--- src/rtl/snake_pkg.sv ---
// snake_pkg: shared FSM encoding, snake length limits and VGA line constants
// for the body RAM scheduler. The *_DEF values are the defaults used by the
// modules' parameter lists.
package snake_pkg;
  typedef enum logic [1:0] {IDLE, GRANT, STREAM, DONE} sched_state_t;
  localparam int PIXEL_DISPLAY_BIT_DEF = 9;
  localparam int SNAKE_LENGTH_BIT_DEF  = 4;
  localparam int SNAKE_LENGTH_MAX_DEF  = 16;
  localparam int COORD_W               = 7;
  localparam int V_ACTIVE_DEF          = 480;
  localparam int V_TOTAL_DEF           = 525;
  localparam int GRANT_LAST_LINE_DEF   = 515;
  localparam int H_TOTAL               = 800;
endpackage

--- src/rtl/blank_detector.sv ---
// blank_detector: decodes frame strobes from the VGA screen counters.
//   i_x, i_y        : screen counters
//   o_blank_entry   : first pixel of the first blanking line
//   o_grant_limit   : first pixel of the last line the updater may hold the RAM
//   o_active        : current line is visible video
module blank_detector
  import snake_pkg::*;
#(
  parameter int PIXEL_DISPLAY_BIT = PIXEL_DISPLAY_BIT_DEF,
  parameter int V_ACTIVE          = V_ACTIVE_DEF,
  parameter int V_TOTAL           = V_TOTAL_DEF,
  parameter int GRANT_LAST_LINE   = GRANT_LAST_LINE_DEF
)(
  input  logic [PIXEL_DISPLAY_BIT:0] i_x,
  input  logic [PIXEL_DISPLAY_BIT:0] i_y,
  output logic                       o_blank_entry,
  output logic                       o_grant_limit,
  output logic                       o_active
);
  localparam int W = PIXEL_DISPLAY_BIT + 1;
  // keep the limit line inside the frame so the strobe can always fire
  localparam int LIMIT_LINE = (GRANT_LAST_LINE < V_TOTAL) ? GRANT_LAST_LINE : V_TOTAL - 1;
  assign o_active      = i_y < W'(V_ACTIVE);
  assign o_blank_entry = i_y == W'(V_ACTIVE) && i_x == '0;
  assign o_grant_limit = i_y == W'(LIMIT_LINE) && i_x == '0;
endmodule

--- src/rtl/body_stream_scheduler.sv ---
// body_stream_scheduler: owns the snake body RAM; once per frame grants it to
// the updater at blank entry, then streams every body segment to the renderer.
// Optional feature macro: UPDATE_TIMEOUT_EN (forcibly revoke a grant still held
// at GRANT_LAST_LINE, set sticky overrun, and stream anyway).
//   clock_25, reset          : pixel clock, async active-low reset
//   X, Y                     : screen counters
//   snake_length             : segments including head (0 treated as 1)
//   update_req/done/grant    : updater handshake
//   mem_rd_addr, mem_rd_x/y  : body RAM read port, 1-cycle latency
//   body_count, snake_body_x/y : segment stream to renderer (held between streams)
//   stream_busy, frame_tick, overrun : status
module body_stream_scheduler
  import snake_pkg::*;
#(
  parameter int PIXEL_DISPLAY_BIT = PIXEL_DISPLAY_BIT_DEF,
  parameter int SNAKE_LENGTH_BIT  = SNAKE_LENGTH_BIT_DEF,
  parameter int SNAKE_LENGTH_MAX  = SNAKE_LENGTH_MAX_DEF,
  parameter int V_ACTIVE          = V_ACTIVE_DEF,
  parameter int V_TOTAL           = V_TOTAL_DEF,
  parameter int GRANT_LAST_LINE   = GRANT_LAST_LINE_DEF
)(
  input  logic                        clock_25,
  input  logic                        reset,
  input  logic [PIXEL_DISPLAY_BIT:0]  X,
  input  logic [PIXEL_DISPLAY_BIT:0]  Y,
  input  logic [SNAKE_LENGTH_BIT-1:0] snake_length,
  input  logic                        update_req,
  input  logic                        update_done,
  output logic                        update_grant,
  output logic [SNAKE_LENGTH_BIT-1:0] mem_rd_addr,
  input  logic [COORD_W-1:0]          mem_rd_x,
  input  logic [COORD_W-1:0]          mem_rd_y,
  output logic [SNAKE_LENGTH_BIT-1:0] body_count,
  output logic [COORD_W-1:0]          snake_body_x,
  output logic [COORD_W-1:0]          snake_body_y,
  output logic                        stream_busy,
  output logic                        frame_tick,
  output logic                        overrun
);
  sched_state_t                r_state;
  logic                        r_pending, r_grant, r_busy, r_tick, r_overrun;
  logic                        r_v1, r_v2;
  logic [SNAKE_LENGTH_BIT-1:0] r_n, r_addr, r_idx1, r_cnt;
  logic [COORD_W-1:0]          r_bx, r_by;
  logic                        w_blank, w_limit, w_active, w_timeout, w_go_stream, w_issue;
  logic [SNAKE_LENGTH_BIT-1:0] w_n;

  blank_detector #(
    .PIXEL_DISPLAY_BIT(PIXEL_DISPLAY_BIT),
    .V_ACTIVE(V_ACTIVE),
    .V_TOTAL(V_TOTAL),
    .GRANT_LAST_LINE(GRANT_LAST_LINE)
  ) u_blank (
    .i_x(X),
    .i_y(Y),
    .o_blank_entry(w_blank),
    .o_grant_limit(w_limit),
    .o_active(w_active)
  );

`ifdef UPDATE_TIMEOUT_EN
  // update_done on the same cycle wins over the revoke
  assign w_timeout = r_state == GRANT && !update_done && w_limit;
`else
  logic w_unused_limit;
  assign w_unused_limit = w_limit;
  assign w_timeout = 1'b0;
`endif

  // body segments = length minus head; zero length behaves like a lone head
  assign w_n = (snake_length == '0) ? '0
             : (32'(snake_length) > SNAKE_LENGTH_MAX) ? SNAKE_LENGTH_BIT'(SNAKE_LENGTH_MAX - 1)
             : snake_length - 1'b1;
  assign w_go_stream = (r_state == IDLE && w_blank && !(update_req || r_pending))
                    || (r_state == GRANT && (update_done || w_timeout));
  assign w_issue = r_state == STREAM && r_n != '0;

  // r_v1/r_idx1: address issued last cycle (RAM data valid now);
  // r_v2: renderer triple was loaded last cycle
  always_ff @(posedge clock_25 or negedge reset) begin
    if (!reset) begin
      r_state   <= IDLE;
      r_pending <= 1'b0;
      r_grant   <= 1'b0;
      r_busy    <= 1'b0;
      r_tick    <= 1'b0;
      r_overrun <= 1'b0;
      r_v1      <= 1'b0;
      r_v2      <= 1'b0;
      r_n       <= '0;
      r_addr    <= '0;
      r_idx1    <= '0;
      r_cnt     <= '0;
      r_bx      <= '0;
      r_by      <= '0;
    end else begin
      r_tick <= w_blank;
      r_v1   <= w_issue;
      r_v2   <= r_v1;
      r_idx1 <= r_addr;
      if (r_v1) begin
        r_cnt <= r_idx1;
        r_bx  <= mem_rd_x;
        r_by  <= mem_rd_y;
      end
      if (r_v2 && r_cnt == r_n - 1'b1) r_busy <= 1'b0;
      if (update_req && w_active) r_pending <= 1'b1;
      if (w_timeout) r_overrun <= 1'b1;
      if (w_go_stream) begin
        r_state   <= STREAM;
        r_n       <= w_n;
        r_addr    <= '0;
        r_busy    <= w_n != '0;
        r_grant   <= 1'b0;
        r_pending <= 1'b0;
      end else begin
        case (r_state)
          IDLE: if (w_blank) begin
            r_state <= GRANT;
            r_grant <= 1'b1;
          end
          GRANT: r_state <= GRANT;
          STREAM: if (r_n == '0 || r_addr == r_n - 1'b1) r_state <= DONE;
                  else r_addr <= r_addr + 1'b1;
          DONE: r_state <= IDLE;
        endcase
      end
    end
  end

  assign update_grant = r_grant;
  assign mem_rd_addr  = r_addr;
  assign body_count   = r_cnt;
  assign snake_body_x = r_bx;
  assign snake_body_y = r_by;
  assign stream_busy  = r_busy;
  assign frame_tick   = r_tick;
  assign overrun      = r_overrun;
endmodule

--- config.mk ---
export PLATFORM = sky130hd
export DESIGN_NAME = body_stream_scheduler
export DESIGN_NICKNAME = d
export VERILOG_FILES = /design/src/rtl/snake_pkg.sv /design/src/rtl/blank_detector.sv /design/src/rtl/body_stream_scheduler.sv
export SDC_FILE = /design/constraint.sdc
export NUM_CORES = 1
export LEC_CHECK = 0
export BUFFER_PORTS_ARGS = -buffer_cell sky130_fd_sc_hd__clkbuf_2
export CORE_MARGIN = 1.5
export CORE_UTILIZATION = 52
export CTS_CLUSTER_DIAMETER = 40
export DETAILED_ROUTE_END_ITERATION = 12
export PLACE_DENSITY = 0.84
export SLEW_MARGIN = 20
export SYNTH_ARGS = -nofsm -noshare
export SYNTH_HDL_FRONTEND = slang
export SYNTH_SLANG_ARGS = --single-unit
--- constraint.sdc ---
create_clock -name clock_25 -period 5.1 [get_ports clock_25]
set_input_delay 0.255 -clock clock_25 [delete_from_list [all_inputs] [get_ports clock_25]]
set_output_delay 0.255 -clock clock_25 [all_outputs]
set_load 0.03 [all_outputs]
==> results by group, run 1 <==
Run status
  – Status: finished, final reports clean

Yosys
  – Post-synthesis cell type count: 39
  – Sequential-to-total area share from yosys stat: 0.539
  – Gate Count Post-Synth: 137
  – Post-synth EDFFs: 0
  – Post-Syn Nets: 182
  – Largest family of logic cells by synthesized area: multiplexers
  – Synth top area share: 0.539
  – Area leader, netlist: dfrtp_1
  – Area contributors post-synth: dfrtp_1 54%, mux2_2 11%, xnor2_1 3.5%
  – Adder-cell share of the synthesized area: 0.0213
  – Most common cell in the netlist: dfrtp_1
  – Asr flop ratio synth: 1.00
  – Post-synthesis compound-gate area fraction: 0.0802
  – Mapped cell area: between 1500 and 2000 sq um
  – Yosys reg bits: 38
  – Top cells by count, synth: 38 x dfrtp_1, 18 x mux2_2, 9 x nor2_1
  – Simple-Gate Fraction of Synth Area: 0.114
  – Yosys Warn Count: 0
  – Avg Inst Size Synth: 12.9 sq um
  – Synth Flop Type: dfrtp_1
  – XOR/XNOR Fraction of Synth Area: 0.0639
  – Multiplexer share of the synthesized area: 0.155

Placed design
  – Placed inst area: 2130 sq um
  – IO buf count: 66
  – Final Wtd Congestion: 0.877
  – Estimated wirelength of the detail-placed design: 2590 microns

Route
  – Routed Antenna Nets: 0
  – DRT iter0 DRCs: 34
  – WL/cell: 13.1 microns
  – Vias after detailed routing: 1270
  – Vias per std cell: a little over 5
  – Initial DRT Pass Iterations: 4
  – Residual DRC count: 0
  – Final wirelength: 3290 microns

Clocking
  – CTS tree: built
  – H-tree depth: 2
  – Clk root buf: clkbuf_4
  – Clk_lat worst skew: 0.33 ns
  – CTS resizes: 0
  – Post-CTS setup buffers: 0
  – CTS max path bufs: 2
  – CTS clk-pin slew, worst paths: 0.11 ns
  – CTS buffer count: 5
  – # hold bufs at CTS: 0
  – CTS Sinks: 38

Worst setup path
  – Worst Path Class, Setup: reg2reg
  – CP delay by family, top: flip-flops
  – Buf/Inv on CP: 1
  – Startpoint types: register
  – Reg2reg start: r_n[0]
  – Max stage delay on crit path: 0.47 ns
  – Worst r2r path cells: 7
  – CP max FO: 9
  – Crit-path cells: inv_1 > ha_1 > xnor2_1 > nor2_1 > a31o_4 > and2_1 > a21o_1
  – Critical Path Slowest Stage Cell: dfrtp_1
  – Worst Path Arrival: 2.09 ns
  – Setup crit end kind: register
  – R2R Setup Slk: between 3 and 4 ns
  – RR Endpoint: mem_rd_addr[0]
  – Req. time, crit path: 5.34 ns

Global routing
  – Vias in the first global route: 1216
  – Largest net degree at the start of global routing: 39
  – GR Overflow Total: 0
  – Initial antenna violation count: 0
  – Global-route wire length before repair: 5260 microns
  – Gr usage total: 0.198

Layout
  – Reg area: 951 sq um
  – Area of the multi-input gates: 769 sq um
  – Filler cells: 232
  – # diodes: 0
  – Area grow syn2layout: 23.6%
  – Fin area: 2180 sq um
  – Fin nets: about 250
  – Layout cells sized above 1: 0.507

Floorplan
  – I/O pin cnt: 68
  – Chip Width: ~61 microns
  – Die ar.: 3750 sq um
  – # rows: 20
  – Area of the core: between 3000 and 4000 sq um
  – Initial Util: 0.564
  – Chip height: ~61 microns

Pwr
  – LEAKAGE: approximately 0.0011 uW
  – Pwr dens: 624 nW/um^2
  – VDD IR max: 0.350 mV

Min path
  – Hold Path Class: in2async

Run
  – Max-Cap Viols: 0

Timing
  – Fin crit share: 0.363
  – Hold Fails Final Rpt: 0
  – Relative slew margins: 0.397
  – Highest clock rate: 0.541 GHz
  – RSZ-0062 raised after global routing: no
  – Clock skew: 0.00384 ns
  – Total Neg Setup Slack: 0 ns
  – Tmin final: 1.85 ns
  – Max Slew Vio Count: 0
  – Tightest Pin Transition: 0.904 ns
  – # setup viols final: 0
[state kept, by name (all words and copies together), names as in the netlist]
| register | flops |
|---|---|
| r_n | 4 |
| mem_rd_addr | 4 |
| frame_tick | 1 |
| snake_body_x | 7 |
| snake_body_y | 7 |
| update_grant | 1 |
| r_v2 | 1 |
| r_pending | 1 |
| r_state | 2 |
| r_idx1 | 4 |
| r_v1 | 1 |
| body_count | 4 |
| stream_busy | 1 |
[metal layers]
layer  track usage  wire length (microns)  up-vias
met4        0.0714                     42        0
met2         0.339                   1690       38
met1         0.237                   1400      609
met3        0.0588                    158        5
met5             0                      0        -
li1              -                      -      618
[logic make-up (layout without fill, tap and decap cells)]
logic type      after synthesis  in the layout
flops                        38             38
simple gates                 33             33
mux                          23             23
xor+xnor                     12             12
other cells                   1              1
compound gates               17             17
fa+ha+maj                     3              3
buf+inv                      10             80
[worst max path at each step]
stage           start        endpoint  cells past startpoint  slack (ns)
2_1_floorplan  r_n[0]  mem_rd_addr[0]                      7        3.37
3_3_place_gp   r_n[0]  mem_rd_addr[0]                      7        3.35
3_5_place_dp   r_n[0]  mem_rd_addr[0]                      7        3.25
4_1_cts        r_n[0]  mem_rd_addr[0]                      7        3.24
5_1_grt        r_n[0]  mem_rd_addr[0]                      7        3.12
6_report       r_n[0]  mem_rd_addr[0]                      7        3.25
[per-stage QoR]
step,util,hold WS (ns),cells,worst slack [ns],power (uW)
6_report,0.697,0.0258,251,3.25,1360
5_1_grt,0.697,0.0749,251,3.12,1470
3_3_place_gp,0.682,0.407,244,3.35,1200
4_1_cts,0.697,0.0454,251,3.24,1380
2_1_floorplan,-,-0.0406,137,3.37,1050
3_5_place_dp,0.682,0.418,244,3.25,1230
[layout make-up]
| type | instances | share of cell area |
|---|---|---|
| tap | 44 | 0.0253 |
| inverter | 7 | 0.0121 |
| multi-input combinational | 89 | 0.353 |
| clock inverter | 2 | 0.00459 |
| timing repair buffer | 66 | 0.152 |
| clock buffer | 5 | 0.0172 |
| sequential | 38 | 0.436 |
[power breakdown]
part	internal (uW)	switching, uW
Combinational	295	366
Clock	49.6	93.3
Sequential	432	124
Total	777	583
[layout by cell type (no fill, tap or decap), types with 2 or more instances in the layout]
cell type  netlist  final
xnor2_1          7      7
nand2_1          3      3
mux2_2          18     18
nand3_1          2      2
clkbuf_2         0     66
nand2b_1         3      3
nor4_2           3      3
nand4_1          2      2
nor3_1           3      3
dfrtp_1         38     38
clkinv_2         0      2
a31o_1           3      3
o21ai_0          3      3
mux2_4           4      4
a21oi_1          3      3
inv_1            7      7
xor2_1           4      4
ha_1             3      3
nor2_1           9      9
clkbuf_4         0      5
Power figures use the tool's default switching activity.
==> run 2, diff against run 1 <==
- ABC_AREA: not set -> 1
- CORE_UTILIZATION: 52 -> 44
- PLACE_DENSITY: 0.84 -> 0.75
- clock period: 5.1 -> 1.7 ns (I/O delays scaled with it)
==> results by group, run 2 <==
Timing
  – Final WS setup: ~0.17 ns
  – Tightest Pin Transition: 0.656 ns
  – Tmin final: 1.53 ns
  – Clock skew: approximately 0.0047 ns
  – Total Neg Setup Slack: 0 ns
  – Max Slew Vio Count: 0
  – Fin crit share: 0.902
  – Relative slew margins: 0.562
  – Highest clock rate: 0.652 GHz
  – RSZ-0062 raised after global routing: no
  – Hold Fails Final Rpt: 0
  – # setup viols final: 0

Yosys
  – Sequential-to-total area share from yosys stat: 0.503
  – Gate Count Post-Synth: slightly below 200
  – Synth Flop Type: dfrtp_1
  – Most common cell in the netlist: nand2_1
  – Synth top area share: 0.503
  – Yosys Warn Count: 0
  – Post-synth EDFFs: 0
  – Post-Syn Nets: 244
  – Area leader, netlist: dfrtp_1
  – Post-synthesis cell type count: 30
  – Mapped cell area: 1890 sq um
  – Area contributors post-synth: dfrtp_1 50%, mux2_2 8.9%, nand2_1 7.9%
  – Avg Inst Size Synth: 9.49 sq um
  – Yosys reg bits: 38
  – Top cells by count, synth: 40 x nand2_1, 38 x dfrtp_1, 20 x nor2_1
  – Asr flop ratio synth: 1.00

Clocking
  – CTS Sinks: 38
  – CTS buffer count: 5
  – Clk_lat worst skew: about 0.29 ns
  – CTS tree: built
  – CTS clk-pin slew, worst paths: around 0.07 ns
  – H-tree depth: 2
  – CTS max path bufs: 2
  – Clk root buf: clkbuf_8

Placed design
  – Dpl cells: 316
  – Pre-CTS setup slack: 0.0727 ns
  – Estimated wirelength of the detail-placed design: ~3000 microns
  – Final Wtd Congestion: 0.804
  – IO buf count: 66

Min path
  – Hold Path Class: in2reg
  – Hold path depth: 2

Layout
  – Area grow syn2layout: 27.4%
  – Most common cell after layout, fill and taps aside: clkbuf_2
  – Commonest cells after routing, fill and taps aside: 66 x clkbuf_2, 39 x nand2_1, 38 x dfrtp_1
  – Reg area: 951 sq um
  – Fin nets: ~320
  – Final non-filler cell total: 325
  – Core Util, Final: 0.593
  – # diodes: 0
  – Layout cells sized above 1: 0.425
  – Filler cells: 360
  – Area of the multi-input gates: 850 sq um

Run
  – Max-Cap Viols: 0

Route
  – Residual DRC count: 0
  – Vias per std cell: 4.91
  – Routed Antenna Nets: 0
  – DRT iter0 DRCs: 61
  – Vias after detailed routing: between 1500 and 2000
  – WL/cell: 11.8 microns
  – Initial DRT Pass Iterations: 4
  – Final wirelength: 3850 microns

Global routing
  – Largest net degree at the start of global routing: 23
  – Global-route wire length before repair: 6090 microns
  – Top Usage Layer GRT: met2
  – Initial antenna violation count: 0
  – Met1 global-route usage: 0.216
  – Grt met3 use: 0.0390
  – Grt met2 use: 0.293
  – Vias in the first global route: 1435
  – GR Overflow Total: 0
  – Gr usage total: 0.177

Pwr
  – VDD IR max: 0.694 mV
  – LEAKAGE: 0.00122 uW
  – Pwr dens: 1850 nW/um^2

Worst setup path
  – Critical Path Slowest Stage Cell: dfrtp_1
  – Startpoint types: register
  – Setup crit end kind: register
  – Crit-path cells: inv_2 > ha_4 > nand2_1 > inv_1 > nor2_1 > nand2_1 > nor2_2 > nand3_2 > nand2_4 > nand4_1 > nand2_1
  – Worst r2r path cells: 11
  – Max stage delay on crit path: 0.39 ns
  – CP max FO: 5
  – Crit path top cell by count: nand2_1
  – Worst Path Class, Setup: reg2reg
  – Worst Path Arrival: 1.76 ns
  – Req. time, crit path: 1.93 ns

Floorplan
  – Initial Util: 0.466
  – Chip height: 68.5 microns
  – # rows: 23
  – I/O pin cnt: between 60 and 70
  – Area of the core: 4060 sq um
  – Chip Width: 68.5 microns
  – Die ar.: 4700 sq um

Run status
  – Status: finished, final reports clean
## run 2: changes by cell type in the layout (fill, tap and decap cells not counted), sizes merged, moves of 5 or more
cell   delta
inv      +13
o21ai     +6
xnor2     -7
mux2      -7
nand2    +42
nor2     +13
nand3    +20
buf       +5
## run 2: area by class of cell
| class | instances | share of cell area |
|---|---|---|
| repair buffers | 72 | 0.157 |
| clock inverters | 1 | 0.00208 |
| flip-flops and latches | 38 | 0.395 |
| clock buffers | 7 | 0.0359 |
| well taps | 50 | 0.0260 |
| inverters | 20 | 0.0312 |
| multi-input cells | 137 | 0.353 |
## run 2: cell families (layout without fill, tap and decap cells)
| logic type | Yosys count | after routing | share of synthesized area |
|---|---|---|---|
| simple gates | 101 | 101 | 0.262 |
| flops | 38 | 38 | 0.503 |
| buf+inv | 24 | 100 | 0.0589 |
| mux | 15 | 15 | 0.0894 |
| compound gates | 14 | 14 | 0.0510 |
| fa+ha+maj | 3 | 3 | 0.0199 |
| xor+xnor | 3 | 3 | 0.0139 |
| other cells | 1 | 1 | 0.00198 |
## run 2: critical path, delay by kind of cell (launching register included)
kind / cells / cell delay [ns]
simple gates: 8 / 0.72
buf+inv: 2 / 0.14
fa+ha+maj: 1 / 0.21
flops: 1 / 0.39
## run 2: what timing repair did
| action | CTS | global route |
|---|---|---|
| hold buffers | 1 | 0 |
| hold endpoints to repair | 16 | 0 |
| buffers inserted | 0 | 0 |
| setup endpoints to repair | 0 | 5 |
| resized for setup | 0 | 5 |
## run 2: report_power, final
group,total (uW),internal [uW],switching [uW]
Combinational,2180,840,1340
Clock,628,327,301
Sequential,1650,1300,342
Total,4460,2470,1990
## run 2: per-stage QoR
stage	hold WS [ns]	instance area [sq um]	total power, uW
after floorplan	-0.211	1890	3170
after global placement	0.0293	2280	3720
final	0.0223	2410	4460
after CTS	0.0159	2380	4420
after detailed placement	0.0300	2280	3780
after global routing	0.0183	2410	4830
## run 2: worst paths after layout
kind,startpoint,endpoint,slack [ns]
max,r_n[1],mem_rd_addr[1],0.17
min in group asynchronous,reset,snake_body_x[5],0.25
max in group asynchronous,reset,r_n[2],0.83
min reg2reg,r_idx1[0],body_count[0],0.46
max reg2reg,r_n[1],mem_rd_addr[1],0.17
min,mem_rd_y[2],snake_body_y[2],0.02
## run 2: per-layer routing
metal	routed length (microns)	part of all wire
met3	145	0.038
met2	1950	0.51
met4	65	0.017
met5	0	0
met1	1690	0.44
==> run 3, diff against run 2 <==
- PLACE_DENSITY: 0.75 -> not set
- PLACE_DENSITY_LB_ADDON: not set -> 0.1
- RECOVER_POWER: not set -> 100
==> results by group, run 3 (same netlist as run 2, synthesis figures left out) <==
Worst setup path
  – R2R Setup Slk: around 0.11 ns
  – CP delay by family, top: simple AND/OR/NAND/NOR gates
  – Critical Path Slowest Stage Cell: dfrtp_1
  – RR Endpoint: mem_rd_addr[1]
  – Worst Path Arrival: between 1.5 and 2 ns
  – Crit path top cell by count: nand2_1
  – Max stage delay on crit path: roughly 0.37 ns
  – Worst r2r path cells: 11
  – Req. time, crit path: just under 2 ns
  – Startpoint types: register
  – Reg2reg start: r_n[1]
  – Crit-path cells: inv_2 > ha_1 > nand2_1 > inv_1 > nor2_1 > nand2_1 > nor2_2 > nand3_4 > nand2_4 > nand4_1 > nand2_1
  – Worst Path Class, Setup: reg2reg
  – CP max FO: 5
  – Setup crit end kind: register
  – Buf/Inv on CP: 2

Pwr
  – Pwr dens: 1850 nW/um^2
  – Total power: 4390 uW
  – Sw frac: 0.456
  – VDD IR max: between 0.7 and 0.8 mV
  – Register share of total power: 0.357
  – Switch Pwr: 2000 uW
  – Cell Int Power: 2380 uW
  – Combinational power share: 0.497
  – Clk pwr share: 0.147
  – LEAKAGE: between 0.001 and 0.0015 uW

Timing
  – Final WS setup: 0.113 ns
  – Relative slew margins: 0.391
  – Tightest Pin Transition: ~0.91 ns
  – Hold Fails Final Rpt: 0
  – Highest clock rate: 0.630 GHz
  – # setup viols final: 0
  – Max Slew Vio Count: 0
  – Clock skew: 0.00389 ns
  – Total Neg Setup Slack: 0 ns
  – Tmin final: 1.59 ns
  – Fin crit share: 0.934

Global routing
  – Global-route wire length before repair: around 6300 microns
  – Largest net degree at the start of global routing: 39
  – GR Overflow Total: 0
  – Gr usage total: 0.182
  – Vias in the first global route: between 1500 and 2000
  – Initial antenna violation count: 0

Layout
  – Fin area: between 2000 and 2500 sq um
  – Most common cell after layout, fill and taps aside: nand2_1
  – Area grow syn2layout: 25.3%
  – Layout cells sized above 1: 0.319
  – Final non-filler cell total: 326
  – # diodes: 0
  – Fin nets: 320
  – Commonest cells after routing, fill and taps aside: 42 x nand2_1, 41 x clkbuf_2, 38 x dfrtp_1
  – Filler cells: 394

Clocking
  – CTS max path bufs: 2
  – CTS clk-pin slew, worst paths: 0.07 ns
  – CTS buffer count: 5
  – Clk root buf: clkbuf_8
  – CTS tree: built
  – Clk_lat worst skew: 0.29 ns
  – H-tree depth: 2
  – CTS Sinks: 38

Run status
  – Status: finished, final reports clean

Route
  – Residual DRC count: 0
  – Vias per std cell: just under 5
  – Final wirelength: between 3000 and 4000 microns
  – WL/cell: approximately 12 microns
  – Vias after detailed routing: 1590
  – Initial DRT Pass Iterations: 4
  – DRT iter0 DRCs: 80
  – Routed Antenna Nets: 0

Run
  – Max-Cap Viols: 0

Placed design
  – IO buf count: between 60 and 70
  – Estimated wirelength of the detail-placed design: 2980 microns
  – Pre-CTS setup slack: 0.0258 ns
  – Final Wtd Congestion: approximately 0.85
  – Placed inst area: 2280 sq um
  – Dpl cells: about 320

Floorplan
  – Chip height: 68.5 microns
  – # rows: 23
  – Initial Util: 0.466
  – I/O pin cnt: between 60 and 70
  – Chip Width: around 70 microns
  – Area of the core: 4060 sq um
  – Die ar.: 4700 sq um

Min path
  – Hold path depth: 2
  – Worst Hold Path EP: snake_body_y[4]
  – Hold Path Class: in2reg
  – Worst hold start: mem_rd_y[4]
-- run 3: cell types whose count changed in the layout (fill, tap and decap cells not counted), moves of 3 or more --
| cell | change |
|---|---|
| nand2_2 | -3 |
| clkbuf_1 | +26 |
| clkbuf_2 | -25 |
| nand2_1 | +3 |
-- run 3: area by class of cell --
| cell class | instances | area [sq um] | area share |
|---|---|---|---|
| flip-flops and latches | 38 | 951 | 0.402 |
| multi-input cells | 137 | 837 | 0.354 |
| repair buffers | 73 | 347 | 0.146 |
| clock buffers | 6 | 82.6 | 0.0349 |
| inverters | 20 | 75.1 | 0.0317 |
| well taps | 50 | 62.6 | 0.0264 |
| clock inverters | 2 | 12.5 | 0.00529 |
-- run 3: power by group through the flow --
stage          registers (uW)  clock network [uW]  logic [uW]
2_1_floorplan            2080                   0        1080
3_3_place_gp             1580                   0        2180
3_5_place_dp             1590                   0        2210
4_1_cts                  1570                 655        2230
5_1_grt                  1620                 695        2410
6_report                 1560                 643        2180
-- run 3: per-stage QoR --
stage               hold WS (ns)   util
floorplan                 -0.211      -
global placement           0.162  0.563
detailed placement         0.162  0.563
CTS                       0.0201  0.589
global route              0.0138  0.583
finish                    0.0236  0.583
-- run 3: how the worst max path moves through the flow --
stage                start             end  cells after the start  slack [ns]
finish              r_n[1]  mem_rd_addr[1]                     11        0.11
global route        r_n[0]  mem_rd_addr[0]                     11      -0.002
CTS                 r_n[1]  mem_rd_addr[1]                     11        0.03
detailed placement  r_n[1]  mem_rd_addr[1]                     11        0.03
global placement    r_n[1]  mem_rd_addr[0]                     11        0.13
floorplan           r_n[0]  mem_rd_addr[2]                     11        0.17
-- run 3: metal layers --
metal	track usage	vias up	share of wire
li1	-	808	-
met5	0	-	0
met4	0.0650	0	0.0094
met1	0.214	734	0.45
met3	0.0455	6	0.054
met2	0.321	42	0.48
-- run 3: repair_timing --
item                                    4_1_cts  5_1_grt
resized for setup                             1        4
endpoints found under the setup margin        1        5
pin swaps                                     0        2
buffers inserted                              0        1
endpoints found under the hold margin        38        0
hold buffers                                  1        0
-- run 3: worst reg2reg max path: cells and delay by family (launching register included) --
family | cells | cell delay (ns)
adders and majority gates | 1 | 0.31
DFF | 1 | 0.37
and+or+nand+nor | 8 | 0.73
buffers and inverters | 2 | 0.10
